File: src/rtl/bitsim_acc_pkg.sv
// -----------------------------------------------------------------------------
// bitsim_acc_pkg
// Shared definitions for the one-hot bin accumulator:
//   acc_state_t : controller state (ACCUM collects beats, DRAIN streams bins)
//   NUM_BINS    : number of accumulation bins (one per one-hot decoder line)
//   IDX_W       : width of a bin index
//   multi_hot() : true when more than one bit of a one-hot vector is set
// -----------------------------------------------------------------------------
package bitsim_acc_pkg;

  typedef enum logic {ACCUM, DRAIN} acc_state_t;

  localparam int NUM_BINS = 16;
  localparam int IDX_W    = 4;

  // Clearing the lowest set bit leaves something behind only when at least
  // two bits were set.
  function automatic logic multi_hot(input logic [NUM_BINS-1:0] v);
    logic [NUM_BINS-1:0] one;
    one = {{(NUM_BINS-1){1'b0}}, 1'b1};
    return (v & (v - one)) != '0;
  endfunction

endpackage

File: src/rtl/bin_acc_slice.sv
// -----------------------------------------------------------------------------
// bin_acc_slice
// One accumulation bin: a single ACC_W-bit signed register that either clears
// or adds a pre-sign-extended operand. Clear has priority over add.
// Ports:
//   clk      in  clock, rising edge
//   reset    in  asynchronous active-low reset (register -> 0)
//   add_en   in  add operand into the bin this cycle
//   clear    in  force the bin to 0 this cycle
//   operand  in  ACC_W signed addend (already sign-extended)
//   sum      out ACC_W signed current bin value
// -----------------------------------------------------------------------------
module bin_acc_slice #(
  parameter int ACC_W = 20
) (
  input  logic                    clk,
  input  logic                    reset,
  input  logic                    add_en,
  input  logic                    clear,
  input  logic signed [ACC_W-1:0] operand,
  output logic signed [ACC_W-1:0] sum
);

  logic signed [ACC_W-1:0] sum_d;
  logic signed [ACC_W-1:0] sum_q;

  // Addition wraps modulo 2^ACC_W by construction of the fixed-width adder.
  always_comb begin
    sum_d = sum_q;
    if (clear) begin
      sum_d = '0;
    end else if (add_en) begin
      sum_d = sum_q + operand;
    end
  end

  always_ff @(posedge clk or negedge reset) begin
    if (!reset) begin
      sum_q <= '0;
    end else begin
      sum_q <= sum_d;
    end
  end

  assign sum = sum_q;

endmodule

File: src/rtl/onehot_bin_accumulator.sv
// -----------------------------------------------------------------------------
// onehot_bin_accumulator
// Consumes beats from a registered 4-to-16 one-hot decoder. Every accepted
// beat adds its signed activation into each bin selected by the one-hot
// vector. After the beat flagged in_last, the 16 bin sums are streamed out
// one per handshake (bin 0 first), then all bins clear for the next group.
// Ports:
//   clk        in  clock, rising edge
//   reset      in  asynchronous active-low reset
//   in_onehot  in  [15:0] bin select; bin k <-> in_onehot[15-k]
//   in_act     in  [ACT_W-1:0] signed activation
//   in_valid   in  beat valid
//   in_last    in  final beat of the group (qualified by in_valid)
//   in_ready   out high only while accumulating
//   out_data   out [ACC_W-1:0] signed bin sum (0 when not draining)
//   out_idx    out [3:0] bin index of out_data
//   out_valid  out drain data valid
//   out_last   out high with the bin-15 beat of the drain
//   out_ready  in  downstream accept
//   err_multi  out sticky: some accepted beat had several one-hot bits set
// -----------------------------------------------------------------------------
module onehot_bin_accumulator
  import bitsim_acc_pkg::*;
#(
  parameter int ACT_W = 8,
  parameter int ACC_W = 20
) (
  input  logic                    clk,
  input  logic                    reset,
  input  logic [NUM_BINS-1:0]     in_onehot,
  input  logic signed [ACT_W-1:0] in_act,
  input  logic                    in_valid,
  input  logic                    in_last,
  output logic                    in_ready,
  output logic signed [ACC_W-1:0] out_data,
  output logic [IDX_W-1:0]        out_idx,
  output logic                    out_valid,
  output logic                    out_last,
  input  logic                    out_ready,
  output logic                    err_multi
);

  localparam logic [IDX_W-1:0] LAST_IDX = IDX_W'(NUM_BINS - 1);
  localparam logic [IDX_W-1:0] IDX_ONE  = IDX_W'(1);

  acc_state_t              state_d, state_q;
  logic [IDX_W-1:0]        idx_d, idx_q;
  logic                    err_multi_d, err_multi_q;

  logic                    accept;
  logic                    drain_hs;
  logic                    clear_all;
  logic [NUM_BINS-1:0]     add_en;
  logic signed [ACC_W-1:0] operand;
  logic signed [ACC_W-1:0] bin_sum [NUM_BINS];

  // Handshake qualifiers depend only on registered state, so there is no
  // combinational path from out_ready to in_ready or from in_* to out_*.
  assign in_ready  = (state_q == ACCUM);
  assign out_valid = (state_q == DRAIN);
  assign accept    = in_valid && in_ready;
  assign drain_hs  = out_valid && out_ready;
  assign clear_all = drain_hs && (idx_q == LAST_IDX);

  // Signed size cast sign-extends the activation to the bin width.
  assign operand = ACC_W'(in_act);

  // Controller next state: idx wraps 15 -> 0 on the final handshake, so it
  // already sits at 0 when the next group's drain begins.
  always_comb begin
    state_d     = state_q;
    idx_d       = idx_q;
    err_multi_d = err_multi_q;
    case (state_q)
      ACCUM: begin
        if (accept) begin
          if (multi_hot(in_onehot)) begin
            err_multi_d = 1'b1;
          end
          if (in_last) begin
            state_d = DRAIN;
            idx_d   = '0;
          end
        end
      end
      DRAIN: begin
        if (drain_hs) begin
          idx_d = idx_q + IDX_ONE;
          if (idx_q == LAST_IDX) begin
            state_d = ACCUM;
          end
        end
      end
      default: begin
        state_d = ACCUM;
        idx_d   = '0;
      end
    endcase
  end

  always_ff @(posedge clk or negedge reset) begin
    if (!reset) begin
      state_q     <= ACCUM;
      idx_q       <= '0;
      err_multi_q <= 1'b0;
    end else begin
      state_q     <= state_d;
      idx_q       <= idx_d;
      err_multi_q <= err_multi_d;
    end
  end

  // Bin array: bin k listens to decoder line 15-k.
  for (genvar k = 0; k < NUM_BINS; k++) begin : g_bin
    assign add_en[k] = accept && in_onehot[NUM_BINS-1-k];

    bin_acc_slice #(
      .ACC_W(ACC_W)
    ) u_slice (
      .clk    (clk),
      .reset  (reset),
      .add_en (add_en[k]),
      .clear  (clear_all),
      .operand(operand),
      .sum    (bin_sum[k])
    );
  end

  // Output mux: bins are registers and idx is a register, so out_data is
  // naturally stable while out_ready stalls the drain.
  assign out_data  = out_valid ? bin_sum[idx_q] : '0;
  assign out_idx   = idx_q;
  assign out_last  = out_valid && (idx_q == LAST_IDX);
  assign err_multi = err_multi_q;

endmodule

File: config.mk
export PLATFORM = sky130hd
export DESIGN_NAME = onehot_bin_accumulator
export DESIGN_NICKNAME = d
export VERILOG_FILES = /design/src/rtl/bitsim_acc_pkg.sv /design/src/rtl/bin_acc_slice.sv /design/src/rtl/onehot_bin_accumulator.sv
export SDC_FILE = /design/constraint.sdc
export NUM_CORES = 1
export LEC_CHECK = 0
export BUFFER_PORTS_ARGS = -buffer_cell sky130_fd_sc_hd__buf_2
export CAP_MARGIN = 15
export CORE_MARGIN = 1.5
export CORE_UTILIZATION = 60
export CTS_BUF_LIST = sky130_fd_sc_hd__clkbuf_16
export CTS_CLUSTER_SIZE = 30
export DETAILED_ROUTE_END_ITERATION = 7
export GPL_ROUTABILITY_DRIVEN = 0
export PLACE_DENSITY = 0.77
export SYNTH_ARGS = -nofsm -noshare
export SYNTH_HDL_FRONTEND = slang
export SYNTH_SLANG_ARGS = --single-unit
export TNS_END_PERCENT = 100
File: constraint.sdc
create_clock -name clk -period 2.9 [get_ports clk]
set_input_delay 0.435 -clock clk [delete_from_list [all_inputs] [get_ports clk]]
set_output_delay 0.435 -clock clk [all_outputs]
set_load 0.03 [all_outputs]
# After elaboration in Yosys (flattened, before gate mapping)
# Index checks and enable logic that the tools add are counted.
word_totals:
  register_bits: 326
  in_bits: 29
  output_inout_bits: 28
  wordCells: 129
op_classes:
  addsub: 18
  order_cmp: 1
  n_eq_ne: 4
  mux: 45
  bitwise: 3
  n_reduce_logical: 39
ops:
  columns: ["operator", "count"]
  rows:
  - ["20-bit 2-to-1 mux", 35]
  - ["20-bit by 8-bit adder with 20-bit output", 16]
  - ["20-bit binary-select mux with 4-bit select", 1]
  - ["2-bit nonzero test", 16]
  - ["1-bit logical AND", 20]
  - ["16-bit bitwise AND", 1]
  - ["16-bit nonzero test", 1]
  - ["16-bit by 1-bit subtractor with 16-bit output (second input constant)", 1]
  - ["4-bit 2-to-1 mux", 3]
  - ["4-bit case mux with 2 select lines", 1]
  - ["3-bit AND reduction", 2]
  - ["5-bit greater-or-equal comparator (second input constant)", 1]
  - ["4-bit inverter with 5-bit output", 1]
  - ["4-bit by 1-bit adder with 4-bit output (second input constant)", 1]
  - ["4-bit == test (second input constant)", 1]
  - ["1-bit 2-to-1 mux", 4]
  - ["2-bit by 1-bit != test with 1-bit output (second input constant)", 2]
  - ["2-bit != test (second input constant)", 1]
  - ["1-bit case mux with 2 select lines", 1]
  - ["1-bit inverter", 1]

# Depth between registers and ports, before layout
# Gate-level depths: netlist (run 1).
logic_depth:
  depth_word: 5
  depth_mapped: 11
  mapped_depth_nobuf: 11

# By module
# Synthesis (run 1) repeated with hierarchy kept, for this count alone.
hier_totals:
  hier_cells: 3405
  area_unflattened_um2: 31373.8
modules_own_cells:
  columns: ["module", "n_inst", "cells_each", "area_each_um2", "seq_area_each_um2"]
  rows:
  - ["bin_acc_slice (g_bin[0].u_slice ...)", 9, 192, 1697.9, 500.5]
  - ["bin_acc_slice (g_bin[3].u_slice ...)", 5, 208, 1869.3, 500.5]
  - ["bin_acc_slice (g_bin[7].u_slice ...)", 2, 210, 1851.8, 500.5]
  - ["onehot_bin_accumulator", 1, 217, 3042.9, 150.1]

# Least setup slack after synthesis (run 1)
# OpenSTA, ideal clock, no wires.
synth_timing:
  kind: "input-to-reg"
  startpoint: "input port in_act[1]"
  endpoint: "register g_bin[12].u_slice.sum_q[18]"
  setup_ns: 0.128
  arrival_time_ns: 2.930
  t_required_ns: 2.772
  slack_ns: -0.159
  path_stages: 10
  path_buffers: 0
  path_cell_list: "inv_1 fa_1 nor2b_1 o31a_1 o22a_1 o41ai_2 o21ai_1 a221oi_1 xor2_1 o21ai_1"
synth_via:
  elab_chain_cells: 3
synth_lines:
  columns: ["element", "line_no", "source"]
  rows:
  - ["from (decl)", "onehot_bin_accumulator.sv:31", "input logic signed [ACT_W-1:0] in_act,"]
  - ["20-bit by 8-bit adder with 20-bit output", "bin_acc_slice.sv:33", "sum_d = sum_q + operand;"]
  - ["20-bit 2-to-1 mux", "bin_acc_slice.sv:32", "end else if (add_en) begin"]
  - ["20-bit 2-to-1 mux", "bin_acc_slice.sv:30", "if (clear) begin"]
  - ["to (signal assigned)", "bin_acc_slice.sv:41", "sum_q <= sum_d;"]
  - ["to (decl)", "bin_acc_slice.sv:25", "logic signed [ACC_W-1:0] sum_q;"]
# Every way passes these cells. The select of a mux whose other input is x is not followed.
# A chain may end at the register's enable or synchronous reset.

# Worst setup path after layout (run 1)
layout_timing:
  startpoint: "register idx_q[0] (netlist: out_idx[0])"
  endpoint: "output port out_data[3]"
layout_via:
  elab_chain_cells: 5
layout_lines:
  columns: ["element", "line_no", "source"]
  rows:
  - ["from (decl)", "onehot_bin_accumulator.sv:47", "logic [IDX_W-1:0] idx_d, idx_q;"]
  - ["from (signal assigned)", "onehot_bin_accumulator.sv:108", "idx_q <= idx_d;"]
  - ["4-bit inverter with 5-bit output (implied by the code)", "onehot_bin_accumulator.sv:131", "assign out_data = out_valid ? bin_sum[idx_q] : '0;"]
  - ["20-bit binary-select mux with 4-bit select", "onehot_bin_accumulator.sv:131", null]
  - ["20-bit 2-to-1 mux (implied by the code) (2 in a row)", "onehot_bin_accumulator.sv:131", null]
  - ["20-bit 2-to-1 mux", "onehot_bin_accumulator.sv:131", null]
  - ["to (decl)", "onehot_bin_accumulator.sv:35", "output logic signed [ACC_W-1:0] out_data,"]
# Every way passes these cells. The select of a mux whose other input is x is not followed.

==> flow_metrics.env, run 1 <==
export IMPL_outcome="finished, violations left"
export IMPL_violations="setup timing"
export IMPL_synth_ff_type="dfrtp_1"
export IMPL_synth_compound_area_frac=0.233
export IMPL_layout_min_cycle_time_ps=3360
export IMPL_io_buffers=56
export IMPL_hold_worst_slack_ps=169
export IMPL_setup_viol=20
export IMPL_viasPerCell=6.77
export IMPL_synth_area_mux_share=0.0858
export IMPL_drive_above_1_share=0.178
export IMPL_min_to="g_bin[12].u_slice.sum[3]"
export IMPL_clk_latency_ps=590
export IMPL_synthAdderAreaFrac=0.141
export IMPL_first_iter_violations=2936
export IMPL_slowest_stage="mux4_2"
export IMPL_synth_net_count=3661
export IMPL_met3_usage=0.0961
export IMPL_path_max_fanout=5
export IMPL_die_h_um=225
export IMPL_grt_pass1_vias=28600
export IMPL_fin_nets=3991
export IMPL_synth_edf_count=0
export IMPL_cts_path_max_buffers=3
export IMPL_met1_usage=0.475
export IMPL_finalMaxSlewViolations=0
export IMPL_overflow=0
export IMPL_synth_common_cells="nand3_1 (330), dfrtp_1 (326), o21ai_0 (325)"
export IMPL_diodes=0
export IMPL_yosysTopAreaCellShare=0.276
export IMPL_h_tree_depth=2
export IMPL_area_delta_synth_final_pct=18.4
export IMPL_first_pass_iters=6
export IMPL_cts_tree="done"
export IMPL_vias=29300
export IMPL_ioPinCount=57
export IMPL_synth_top_family_by_area="compound AO/OA/AOI/OAI gates"
export IMPL_yosys_register_bits=326
export IMPL_rows=81
export IMPL_endpoint_kind="primary output"
export IMPL_critical_path_class="reg2out"
export IMPL_yosysUniqueCellTypes=85
export IMPL_final_cells=4336
export IMPL_cts_clk_slew_worst_paths_ps=60
export IMPL_grt_pass1_wl_mm=154
export IMPL_drv_cap=0
export IMPL_drt_total_wl_mm=98.3
export IMPL_dp_cells=4243
export IMPL_ir_drop_uv=879
export IMPL_yosys_warnings=0
export IMPL_r2r_start="g_bin[4].u_slice.sum[0]"
export IMPL_timing_slew_headroom=0.422
export IMPL_track_usage=0.386
export IMPL_drc=0
export IMPL_setup_tns_ps=-7360
export IMPL_cts_sinks=326
export IMPL_fmax_mhz=298
export IMPL_min_path_type="in2reg"
export IMPL_r2r_cells=12
export IMPL_initial_utilization=0.606
export IMPL_required_ps=2470
export IMPL_cts_buffers=40
export IMPL_detail_route_antenna_nets=0
export IMPL_post_dp_hpwl_mm=71.9
export IMPL_wire_per_inst_um=22.7
export IMPL_synth_xor_area_frac=0.0642
export IMPL_grt_max_degree=96
export IMPL_top_usage_layer="met2"
export IMPL_synth_area_leaders="dfrtp_1 (28%), ha_1 (13%), mux4_2 (7.6%), nand3_1 (5.6%), o21ai_0 (5.5%)"
export IMPL_place_ws_ps=-276
export IMPL_min_path_cells=3
export IMPL_synthArstFlopShare=1.00
export IMPL_rsz0062_at_grt="yes"
export IMPL_syn_area_sq_mm=0.0295
export IMPL_hold_viol=0
export IMPL_start_kind="flip-flop"
export IMPL_antenna_found_initial=8
export IMPL_yosysSeqAreaShare=0.276
export IMPL_worst_slack_ps=-457
export IMPL_yosys_area_share_simple=0.168
export IMPL_fin_crit_sh=1.16
export IMPL_clockRootBuffer="clkbuf_16"
export IMPL_die_area_sq_mm=0.0505
export IMPL_power_w=0.0451
export IMPL_powerDensity_mw_per_mm2=1290
export IMPL_synth_cells=3311
export IMPL_postSynthAreaPerCell_sq_um=8.92
export IMPL_met2_usage=0.606
export IMPL_slowest_delay_ps=600
export IMPL_core_region_area_sq_mm=0.0487
export IMPL_num_fill_cells=3494
export IMPL_yosysMostFrequentCell="nand3_1"
export IMPL_leakagePower_nw=16.6
export IMPL_die_width_um=225
export IMPL_ff2ff_setup_slack_ps=120
export IMPL_skew_ps=25.9
export IMPL_synth_largest_area_cell="dfrtp_1"
export IMPL_worstPathArrival_ps=2920
export IMPL_hp_start="in_onehot[3]"
export IMPL_worst_pin_slew_ps=864
export IMPL_r2r_end="g_bin[4].u_slice.sum[16]"
export IMPL_crit_chain="buf_12 -> buf_12 -> buf_16 -> mux4_2 -> mux4_2 -> and2_4 -> buf_6"
[cell families (layout without fill, tap and decap cells)]
| kind of cell | Yosys count | count (layout) |
|---|---|---|
| compound gates | 1080 | 1080 |
| xor+xnor | 215 | 215 |
| fa+ha+maj | 323 | 323 |
| buf+inv | 248 | 609 |
| flops | 326 | 326 |
| mux | 128 | 128 |
| simple gates | 991 | 991 |
[metal layers]
| layer | part of all wire | up-vias |
|---|---|---|
| met5 | 0.0010 | - |
| met4 | 0.073 | 14 |
| met3 | 0.10 | 451 |
| met2 | 0.45 | 1559 |
| met1 | 0.38 | 14100 |
| li1 | - | 13200 |
[worst max-delay path, delay by kind of cell (launching register included)]
| family | cells | cell delay, ps |
|---|---|---|
| and+or+nand+nor | 1 | 200 |
| muxes | 2 | 1050 |
| DFF | 1 | 520 |
| buffers and inverters | 4 | 550 |
[final cells by class]
cell class,count,area (sq um),area share
Multi-Input combinational cell,2737,20600,0.588
Timing Repair Buffer,433,3740,0.107
Tap cell,664,831,0.0238
Sequential cell,326,8170,0.233
Inverter,103,390,0.0112
Clock buffer,42,1050,0.0301
Clock inverter,31,221,0.00633
[state kept, by name, summed over array words and instances, names as in the netlist]
name and count:
g_bin.u_slice.sum 320, out_idx 4, err_multi 1, out_valid 1
[metrics by stage]
stage / instance area, sq um / util
2_1_floorplan: 29500 / -
3_3_place_gp: 33100 / 0.679
3_5_place_dp: 33100 / 0.679
4_1_cts: 34900 / 0.717
5_1_grt: 35000 / 0.717
6_report: 35000 / 0.717
[cell usage in the layout (no fill, tap or decap), types with 46 or more instances in the layout]
cell type / synthesis / layout
ha_1: 305 / 305
o21ai_0: 325 / 325
inv_1: 103 / 109
o21a_1: 54 / 54
a21o_1: 145 / 145
mux4_2: 100 / 100
nand3_1: 330 / 329
o31ai_1: 46 / 46
a21oi_1: 201 / 198
xor2_1: 120 / 120
nand2_1: 186 / 186
buf_4: 0 / 339
nor3_1: 56 / 56
dfrtp_1: 326 / 324
xnor2_1: 94 / 94
nor2_1: 153 / 153
[power breakdown]
group	switching, W	internal [W]	total (W)
registers	0.00279	0.00681	0.00961
logic	0.0159	0.0145	0.0304
clock network	0.00219	0.00288	0.00507
total	0.0209	0.0242	0.0451
[repair_timing]
item                       in CTS  in global routing
hold endpoints to repair       46                  0
setup endpoints to repair      20                 38
pin swaps                       2                  1
setup buffers                  12                  1
hold buffers                    1                  0
resized for setup              77                 15
cloned                          8                  1
[worst max path at each step]
stage               start                        to
2_1_floorplan   in_act[1]  g_bin[0].u_slice.sum[18]
3_3_place_gp    in_act[0]  g_bin[8].u_slice.sum[18]
3_5_place_dp    in_act[2]  g_bin[2].u_slice.sum[13]
4_1_cts        out_idx[0]               out_data[2]
5_1_grt        out_idx[0]               out_data[3]
6_report       out_idx[0]               out_data[3]
Note: power is estimated with default switching activity, not from simulation.
==> run 2, diff against run 1 <==
--- a/config.mk
+++ b/config.mk
@@ -14,6 +14,7 @@
 export DETAILED_ROUTE_END_ITERATION = 7
 export GPL_ROUTABILITY_DRIVEN = 0
 export PLACE_DENSITY = 0.77
+export RECOVER_POWER = 100
 export SYNTH_ARGS = -nofsm -noshare
 export SYNTH_HDL_FRONTEND = slang
 export SYNTH_SLANG_ARGS = --single-unit
==> run 2 against run 1 <==
Effect of this change:
- the run still ends with setup timing left
- flip-flop and latch count unchanged
- routed wire length increased by 0.10%
- sequential power about the same
- die area unchanged
- utilization decreased by 0.43 points
- critical path type unchanged
==> flow_metrics.env, run 2 (same netlist as run 1, synthesis figures left out) <==
export IMPL_outcome="finished, violations left"
export IMPL_violations="setup timing"
export IMPL_diodes=0
export IMPL_viasPerCell=6.78
export IMPL_ioPinCount=57
export IMPL_grt_max_degree=96
export IMPL_crit_start="out_idx[0]"
export IMPL_initial_utilization=0.606
export IMPL_cts_buffers=40
export IMPL_hold_viol=0
export IMPL_drive_above_1_share=0.172
export IMPL_start_kind="flip-flop"
export IMPL_h_tree_depth=2
export IMPL_rows=81
export IMPL_grt_pass1_wl_mm=154
export IMPL_vias=29400
export IMPL_overflow=0
export IMPL_endpoint_kind="primary output"
export IMPL_finalMaxSlewViolations=0
export IMPL_cts_clk_slew_worst_paths_ps=60
export IMPL_endpoint="out_data[3]"
export IMPL_core_region_area_sq_mm=0.0487
export IMPL_cts_sinks=326
export IMPL_area_delta_synth_final_pct=17.7
export IMPL_first_iter_violations=2832
export IMPL_r2r_cells=8
export IMPL_worst_pin_slew_ps=1470
export IMPL_r2r_start="out_idx[0]"
export IMPL_worstPathArrival_ps=2910
export IMPL_ff2ff_setup_slack_ps=-220
export IMPL_die_area_sq_mm=0.0505
export IMPL_die_h_um=225
export IMPL_setup_tns_ps=-13540
export IMPL_r2r_end="g_bin[1].u_slice.sum[19]"
export IMPL_grt_pass1_vias=28600
export IMPL_setup_viol=94
export IMPL_wire_per_inst_um=22.7
export IMPL_most_common_layout_cells="o21ai_0 (336), nand3_1 (330), dfrtp_1 (324), buf_4 (314), ha_1 (305)"
export IMPL_timing_slew_headroom=0.0209
export IMPL_hold_worst_slack_ps=178
export IMPL_clockRootBuffer="clkbuf_16"
export IMPL_fin_nets=3991
export IMPL_powerDensity_mw_per_mm2=1290
export IMPL_skew_ps=22.3
export IMPL_critical_path_class="reg2out"
export IMPL_drc=0
export IMPL_worst_slack_ps=-441
export IMPL_largest_reg_flops=320
export IMPL_layout_min_cycle_time_ps=3340
export IMPL_fin_crit_sh=1.15
export IMPL_first_pass_iters=6
export IMPL_track_usage=0.386
export IMPL_rsz0062_at_grt="yes"
export IMPL_min_path_type="in2reg"
export IMPL_power_w=0.0449
export IMPL_path_max_fanout=5
export IMPL_cts_tree="done"
export IMPL_detail_route_antenna_nets=0
export IMPL_ir_drop_uv=882
export IMPL_final_common_cell="o21ai_0"
export IMPL_io_buffers=56
export IMPL_antenna_found_initial=8
export IMPL_post_dp_hpwl_mm=71.9
export IMPL_die_width_um=225
export IMPL_drv_cap=0
export IMPL_cts_path_max_buffers=3
export IMPL_leakagePower_nw=16.5
export IMPL_fmax_mhz=299
export IMPL_required_ps=2470
export IMPL_clk_latency_ps=580
export IMPL_drt_total_wl_mm=98.4
[run 2: worst min-delay path by stage]
stage | slack, ps | to | cells after the start | startpoint
detailed placement | 400 | g_bin[3].u_slice.sum[13] | 1 | reset
global placement | 410 | g_bin[3].u_slice.sum[13] | 1 | reset
finish | 180 | g_bin[12].u_slice.sum[3] | 3 | in_onehot[3]
global route | 190 | g_bin[12].u_slice.sum[3] | 3 | in_onehot[3]
floorplan | 140 | err_multi | 0 | reset
CTS | 160 | g_bin[11].u_slice.sum[0] | 3 | in_onehot[4]
[run 2: metal layers]
metal,track usage,up-vias,wire [um]
met5,0,-,105
met1,0.475,14200,37100
met2,0.606,1580,44000
li1,-,13200,-
met3,0.0961,464,10100
met4,0.243,14,7140
[run 2: what timing repair did]
item / 4_1_cts / 5_1_grt
hold buffers: 1 / 0
gates cloned: 8 / 1
endpoints found under the setup margin: 20 / 38
pin swaps: 2 / 1
resized for setup: 77 / 15
buffers inserted: 12 / 1
endpoints found under the hold margin: 46 / 0
[run 2: final cells by class]
| class | instances | area (sq um) |
|---|---|---|
| Inverter | 103 | 390 |
| Clock inverter | 31 | 221 |
| Fill cell | 3543 | 14000 |
| Tap cell | 664 | 831 |
| Clock buffer | 42 | 1050 |
| Multi-Input combinational cell | 2737 | 20500 |
| Timing Repair Buffer | 433 | 3580 |
| Sequential cell | 326 | 8170 |
[run 2: where the power goes]
part / total (W) / switching (W) / internal (W)
Combinational: 0.0302 / 0.0159 / 0.0144
Clock: 0.00506 / 0.00218 / 0.00288
Sequential: 0.00960 / 0.00279 / 0.00681
Total: 0.0449 / 0.0208 / 0.0241
[run 2: per-stage QoR]
step                      cell area [sq um]  setup WS (ps)  std cells   util
after floorplan                       29500         0.0504       3311      -
after CTS                             34900           -390       4337  0.717
after detailed placement              33100           -276       4243  0.679
after global placement                33100           -237       4243  0.679
final                                 34800           -441       4336  0.713
after global routing                  34800           -462       4336  0.713
[run 2: worst max-delay path, cell delays in order (launching register included)]
cell	delay (ps)
dfrtp_4	520
buf_12	160
buf_12	130
buf_16	130
mux4_2	450
mux4_2	600
and2_4	200
buf_6	130
